<file path="src/rtl/instr_fetch_prefetcher.sv">
// Sequential instruction prefetcher: issues word fetches on a 1-cycle-latency memory port and
// buffers returned words with their addresses in a small FIFO for the core's valid/ready handshake.
module instr_fetch_prefetcher #(
  parameter int unsigned           ADDR_WIDTH = 18,
  parameter int unsigned           DATA_WIDTH = 32,
  parameter int unsigned           DEPTH      = 4,
  parameter logic [ADDR_WIDTH-1:0] BOOT_ADDR  = 18'h20000
) (
  input  logic                  clk,
  input  logic                  rst_n,
  input  logic                  fetch_en_i,
  input  logic                  branch_i,
  input  logic [ADDR_WIDTH-1:0] branch_addr_i,
  output logic                  mem_en_o,
  output logic [ADDR_WIDTH-1:0] mem_addr_o,
  input  logic [DATA_WIDTH-1:0] mem_rdata_i,
  output logic                  instr_valid_o,
  output logic [DATA_WIDTH-1:0] instr_rdata_o,
  output logic [ADDR_WIDTH-1:0] instr_addr_o,
  input  logic                  instr_ready_i,
  output logic                  busy_o
);

  localparam int unsigned PtrW = $clog2(DEPTH);
  localparam int unsigned CntW = PtrW + 1;
  localparam logic [CntW:0] DepthCnt = DEPTH[CntW:0];

  logic [ADDR_WIDTH-1:0] pc_q, pc_d;
  logic [ADDR_WIDTH-1:0] infl_addr_q;
  logic                  inflight_q;
  logic [CntW-1:0]       count_q, count_d;
  logic [PtrW-1:0]       rd_ptr_q, wr_ptr_q;
  logic [DATA_WIDTH-1:0] data_mem_q [DEPTH];
  logic [ADDR_WIDTH-1:0] addr_mem_q [DEPTH];

  logic [ADDR_WIDTH-1:0] target;
  logic [CntW:0]         occupancy;
  logic                  has_room;
  logic                  fifo_nonempty;
  logic                  push;
  logic                  pop;

  assign target        = {branch_addr_i[ADDR_WIDTH-1:2], 2'b00};
  // Outstanding request reserves a slot; a same-cycle pop is deliberately not credited.
  assign occupancy     = {1'b0, count_q} + {{CntW{1'b0}}, inflight_q};
  assign has_room      = occupancy < DepthCnt;
  assign fifo_nonempty = count_q != '0;

  assign push          = inflight_q & ~branch_i;
  assign instr_valid_o = fifo_nonempty & ~branch_i;
  assign pop           = instr_valid_o & instr_ready_i;
  assign busy_o        = inflight_q | fifo_nonempty;
  assign instr_rdata_o = data_mem_q[rd_ptr_q];
  assign instr_addr_o  = addr_mem_q[rd_ptr_q];

  always_comb begin
    mem_en_o   = 1'b0;
    mem_addr_o = pc_q;
    if (branch_i) begin
      mem_en_o   = fetch_en_i;
      mem_addr_o = target;
    end else begin
      mem_en_o = fetch_en_i & has_room;
    end
    // Keep the memory port idle while reset is held.
    mem_en_o = mem_en_o & rst_n;
  end

  always_comb begin
    pc_d = pc_q;
    if (mem_en_o) begin
      pc_d = mem_addr_o + ADDR_WIDTH'(4);
    end else if (branch_i) begin
      pc_d = target;
    end
  end

  always_comb begin
    count_d = count_q;
    if (branch_i) begin
      count_d = '0;
    end else if (push && !pop) begin
      count_d = count_q + CntW'(1);
    end else if (pop && !push) begin
      count_d = count_q - CntW'(1);
    end
  end

  always_ff @(posedge clk or negedge rst_n) begin
    if (!rst_n) begin
      pc_q        <= BOOT_ADDR;
      inflight_q  <= 1'b0;
      infl_addr_q <= '0;
      count_q     <= '0;
      rd_ptr_q    <= '0;
      wr_ptr_q    <= '0;
    end else begin
      pc_q       <= pc_d;
      inflight_q <= mem_en_o;
      count_q    <= count_d;
      if (mem_en_o) begin
        infl_addr_q <= mem_addr_o;
      end
      if (branch_i) begin
        rd_ptr_q <= '0;
        wr_ptr_q <= '0;
      end else begin
        if (push) wr_ptr_q <= wr_ptr_q + PtrW'(1);
        if (pop)  rd_ptr_q <= rd_ptr_q + PtrW'(1);
      end
    end
  end

  always_ff @(posedge clk) begin
    if (push) begin
      data_mem_q[wr_ptr_q] <= mem_rdata_i;
      addr_mem_q[wr_ptr_q] <= infl_addr_q;
    end
  end

endmodule

</file>
<file path="config.mk">
export PLATFORM = sky130hd
export DESIGN_NAME = instr_fetch_prefetcher
export DESIGN_NICKNAME = d
export VERILOG_FILES = /design/src/rtl/instr_fetch_prefetcher.sv
export SDC_FILE = /design/constraint.sdc
export NUM_CORES = 1
export LEC_CHECK = 0
export CORE_ASPECT_RATIO = 1.2
export CORE_MARGIN = 3
export CORE_UTILIZATION = 30
export CTS_CLUSTER_SIZE = 16
export DETAILED_ROUTE_END_ITERATION = 7
export GPL_ROUTABILITY_DRIVEN = 0
export PLACE_DENSITY_LB_ADDON = 0.05
export SLEW_MARGIN = 30
export SYNTH_ARGS = -nofsm -noshare
export SYNTH_HDL_FRONTEND = slang
export SYNTH_SLANG_ARGS = --single-unit
</file>
<file path="constraint.sdc">
create_clock -name clk -period 4.4 [get_ports clk]
set_clock_uncertainty 0.15 [all_clocks]
set_input_delay 0.66 -clock clk [delete_from_list [all_inputs] [get_ports clk]]
set_output_delay 0.66 -clock clk [all_outputs]
set_load 0.01 [all_outputs]
</file>
==> results of run 1 <==
## power breakdown
part	internal, W	switching (W)
Clock	0.00140	0.000872
Combinational	0.000661	0.000468
Sequential	0.00265	0.000155
## worst max-delay path by stage
stage                start                end  slack [ns]
2_1_floorplan     branch_i   addr_mem_q[0][0]        1.35
3_3_place_gp    fetch_en_i           mem_en_o        1.09
3_5_place_dp    fetch_en_i           mem_en_o        1.09
4_1_cts        rd_ptr_q[0]  instr_rdata_o[10]        0.71
5_1_grt        rd_ptr_q[0]  instr_rdata_o[10]        0.64
6_report       rd_ptr_q[0]  instr_rdata_o[10]        0.84
## through the flow
step	utilization	instances	setup slack, ns	hold slack [ns]	area [um^2]
floorplan	-	492	1.35	0.214	9600
global placement	0.358	1004	1.09	0.342	11300
detailed placement	0.358	1004	1.09	0.360	11300
CTS	0.388	1053	0.712	0.166	12200
global route	0.388	1053	0.640	0.194	12200
finish	0.388	1053	0.843	0.143	12200
## area by class of cell
class                           count  area, um^2  area share
Clock buffer                       36         769      0.0631
Inverter                           14        57.6     0.00472
Clock inverter                     13         154      0.0126
Multi-Input combinational cell    210        2280       0.187
Tap cell                          401         502      0.0412
Sequential cell                   244        7110       0.583
Timing Repair Buffer              135        1310       0.108
## sequential cells by signal, summed over array words and instances, names as in the netlist
register and flops:
wr_ptr_q 2, data_mem_q 128, rd_ptr_q 2, infl_addr_q 18, count_q 3, inflight_q 1, addr_mem_q 72, pc_q 18
## cells in the mapped netlist, types with 3 or more instances
| library cell | instances | area (um^2) |
|---|---|---|
| o21ai_0 | 5 | 25.0 |
| nor2b_1 | 4 | 25.0 |
| edfxtp_1 | 200 | 6010 |
| nand3_1 | 8 | 40.0 |
| clkbuf_1 | 6 | 22.5 |
| ha_1 | 5 | 62.6 |
| mux2_2 | 11 | 124 |
| buf_2 | 8 | 40.0 |
| buf_6 | 6 | 67.6 |
| nor2_1 | 8 | 30.0 |
| nand2_1 | 44 | 165 |
| xnor2_1 | 18 | 158 |
| xor2_1 | 3 | 26.3 |
| inv_1 | 13 | 48.8 |
| and2_1 | 6 | 37.5 |
| dfrtp_1 | 43 | 1080 |
| buf_4 | 3 | 22.5 |
| mux2i_1 | 9 | 90.1 |
| nand4_1 | 7 | 43.8 |
| mux4_2 | 50 | 1130 |
| o21ai_1 | 7 | 35.0 |
## kinds of logic (layout without fill, tap and decap cells)
group	count (synthesis)	after routing	synth area share
compound gates	21	21	0.0171
xor+xnor	21	21	0.0192
fa+ha+maj	6	6	0.00860
buf+inv	38	198	0.0223
flops	244	244	0.740
mux	70	70	0.140
simple gates	92	92	0.0529
## worst register-to-register path: cells and delay by family (launching register included)
kind	cells	cell delay (ns)
buffers and inverters	1	0.66
DFF	1	0.57
and+or+nand+nor	2	0.49
## metal layers
layer / GRT usage / routed length [um] / vias to the layer above
met5: 0 / 0 / -
li1: - / - / 2203
met2: 0.209 / 10200 / 113
met3: 0.0250 / 933 / 20
met1: 0.154 / 8630 / 2458
met4: 0.0272 / 292 / 0
==> results.tsv, run 1 <==
metric	value	unit
drt-total-wl	20000	um
synth_area_per_cell	19.5	um^2
syn-instance-count	492	
syn2layout_area_growth	27.0	%
max-cap-violations	0	
path_clk_slew	0.06	ns
fin_crit_sh	0.809	
grt_pass1_vias	5492	
setup-tns-final	0	ns
h-tree-depth	1	
antennaDiodeCount	0	
drc	0	
slew_headroom	0.430	
coreArea	31400	um^2
fin_total_pwr	0.00621	W
worst_pin_slew	0.855	ns
slowest_stage	dfrtp_4	
cp_max_fo	27	
start_kind	flop	
end_kind	output pin	
maxSlewViolCount	0	
critPathBufInv	2	
path_delay_family	buffers and inverters	
reg2reg_depth	3	
netlist_area	9600	um^2
fmax	0.281	GHz
die_x	169	um
cts_root_buffer	clkbuf_16	
ff2ff_setup_slack	2.12	ns
antenna_found_initial	0	
ys_seq_area_frac	0.740	
die_area	34200	um^2
vdd_ir_drop_max	335	uV
drt-initial-drc-count	297	
cp.depth	3	
initial_core_util	0.305	
layout_commonest_cell	edfxtp_1	
async_reset_ff_frac	0.180	
clkLatencyLatePin	0.51	ns
grtUsageTotal	0.120	
cp_slowest_stage_delay	0.81	ns
rsz0062_at_grt	false	
vias_per_cell	4.55	
row_count	71	
synth-main-ff-cell	edfxtp_1	
ios	126	
port_buffers	123	
drive_above_1_share	0.218	
clkSinkCount	244	
cts_made_buffers	27	
ctsHoldBuffers	0	
ctsResizeCount	0	
setup_viol	0	
dp_hpwl	12100	um
yosysWarnings	0	
cts_setup_buffers	0	
ys_types	44	
antenna_left	0	
min_period	3.56	ns
powerDensity	510	nW/um^2
hold_viol_final	0	
dieHeight	202	um
worstPathArrival	2.75	ns
layout_common_cells	200 x edfxtp_1, 121 x clkdlybuf4s50_1, 50 x mux4_2	
vias	4794	
cts_buffer_depth	3	
yosys_register_bits	244	
reg2reg_from	inflight_q	
wl_per_cell	19.0	um
worst-setup-path-type	reg2out	
tritoncts	done	
first_pass_iters	4	
hold_class	in2async	
leakage	4.14	nW
status	completed	
cp.required	3.59	ns
nFillCells	2943	
r2r-end	data_mem_q[1][12]	
grt_pass1_wl	32000	um
cp_cell_sequence	buf_4 > mux4_2 > clkdlybuf4s50_1	
grt_remaining_overflow	0	
grt_max_degree	51	
synth_nets	553	
synth-edff-count	200	
layout.nets	693	
Power figures use the tool's default switching activity.
==> inputs of run 2 (changes only) <==
Clock period 4.4 ns to 3.3 ns, I/O delays scaled along.
==> run 2 against run 1 <==
Net effect:
- non-clock buffer count grew 1
- final cell count hardly changed
- die area unchanged
- hold slack improved by 0.050 ns
- design area shrank 0.21%
- sequential share of layout area is 0.13 points higher
- register-to-register slack got worse by 1.0 ns
- worst setup slack worse by 0.67 ns
- largest power group unchanged
- first-iteration DRC count grew 7.4%
- largest cell class unchanged
- clock power grew 18%
- critical path depth is the same
- critical path type unchanged
- highest routed layer unchanged
- count of clock-buffer cells in the layout is 2 lower
==> results.tsv, run 2 (synthesis results as in run 1) <==
metric	value	unit
status	completed	
grt_pass1_vias	5425	
cts_buffer_depth	3	
die_x	169	um
syn2layout_area_growth	26.7	%
clkLatencyLatePin	0.52	ns
vias_per_cell	4.61	
dieHeight	202	um
worst-setup-path-type	reg2out	
ff2ff_setup_slack	1.12	ns
regMostFlops	data_mem_q	
die_area	34200	um^2
port_buffers	123	
leakage	4.09	nW
h-tree-depth	1	
hold_path_depth	2	
grtUsageTotal	0.120	
row_count	71	
slew_headroom	0.595	
grt_remaining_overflow	0	
drt-initial-drc-count	319	
cp.required	2.65	ns
worst_pin_slew	0.604	ns
antennaDiodeCount	0	
cts_root_buffer	clkbuf_16	
ios	126	
cp-startpoint	rd_ptr_q[0]	
powerDensity	656	nW/um^2
hold_viol_final	0	
vdd_ir_drop_max	287	uV
first_pass_iters	4	
drc	0	
min_period	3.13	ns
worstHoldEndpoint	count_q[0]	
layout_common_cells	200 x edfxtp_1, 121 x clkdlybuf4s50_1, 50 x mux4_2	
instances_no_fill	1052	
start_kind	flop	
cts_made_buffers	26	
largest_register_ffs	128	
setup_viol	0	
fin_total_pwr	0.00798	W
grt_pass1_wl	31800	um
worstPathArrival	2.48	ns
tritoncts	done	
path_clk_slew	0.07	ns
fin_crit_sh	0.948	
antenna_left	0	
max-cap-violations	0	
grt_max_degree	51	
initial_core_util	0.305	
end_kind	output pin	
dp_cells	1004	
r2r-end	count_q[1]	
cp_cell_sequence	buf_12 > mux4_2 > clkdlybuf4s50_1	
drt-total-wl	20400	um
layout_commonest_cell	edfxtp_1	
maxSlewViolCount	0	
layout.nets	693	
wl_per_cell	19.4	um
hold_class	in2reg	
vias	4850	
rsz0062_at_grt	false	
antenna_found_initial	0	
setup-tns-final	0	ns
drive_above_1_share	0.197	
slowest_stage	dfrtp_4	
ctsResizeCount	0	
largest_registers	data_mem_q (128), addr_mem_q (72)	
cp_max_fo	21	
hp-start	branch_i	
fmax	0.320	GHz
dp_hpwl	12000	um
coreArea	31400	um^2
reg2reg_from	count_q[1]	
cp_slowest_stage_delay	0.63	ns
clkSinkCount	244	
reg2reg_depth	5	
## run 2: cell count changes in the layout (fill, tap and decap cells not counted), sizes merged
cell         before  now
clkbuf           36   34
dlygate4sd3       0    1
bufinv            3    1
clkinv            9   10
clkinvlp          1    2
## run 2: final cells by class
type / instances / area, um^2
flip-flops and latches: 244 / 7110
repair buffers: 136 / 1420
fillers: 2940 / 19300
well taps: 401 / 502
clock buffers: 34 / 702
inverters: 14 / 57.6
multi-input cells: 210 / 2280
clock inverters: 13 / 85.1
## run 2: worst max-delay path by stage
stage                         to  slack (ns)
5_1_grt          instr_addr_o[3]        0.01
3_5_place_dp            mem_en_o        0.42
3_3_place_gp            mem_en_o        0.45
4_1_cts          instr_addr_o[2]        0.05
6_report       instr_rdata_o[25]        0.17
2_1_floorplan   addr_mem_q[0][0]        0.42
## run 2: critical path, delay by kind of cell, from the launching register on
family	cells	cell delay (ns)
muxes	1	0.55
DFF	1	0.63
buffers and inverters	2	0.78
## run 2: power breakdown
part / switching (W) / internal [W] / total, W
sequential: 0.000164 / 0.00354 / 0.00370
combinational: 0.000680 / 0.000911 / 0.00159
clock: 0.00112 / 0.00157 / 0.00269
## run 2: routing by layer
metal / vias up / GRT usage / wire length [um]
met3: 29 / 0.0225 / 857
li1: 2203 / - / -
met1: 2505 / 0.156 / 9080
met5: - / 0 / 0
met2: 113 / 0.206 / 10100
met4: 0 / 0.0307 / 380
## run 2: repair_timing
item	4_1_cts	5_1_grt
buffers inserted	0	0
endpoints found under the setup margin	0	0
endpoints found under the hold margin	2	0
hold buffers	1	0
## run 2: through the flow
| step | utilization | area [um^2] | hold WS (ns) | setup slack (ns) |
|---|---|---|---|---|
| after floorplan | - | 9600 | 0.0494 | 0.417 |
| after global placement | 0.361 | 11400 | 0.340 | 0.446 |
| after detailed placement | 0.361 | 11400 | 0.355 | 0.418 |
| after CTS | 0.387 | 12200 | 0.175 | 0.0519 |
| after global routing | 0.387 | 12200 | 0.184 | 0.0142 |
| final | 0.387 | 12200 | 0.193 | 0.171 |
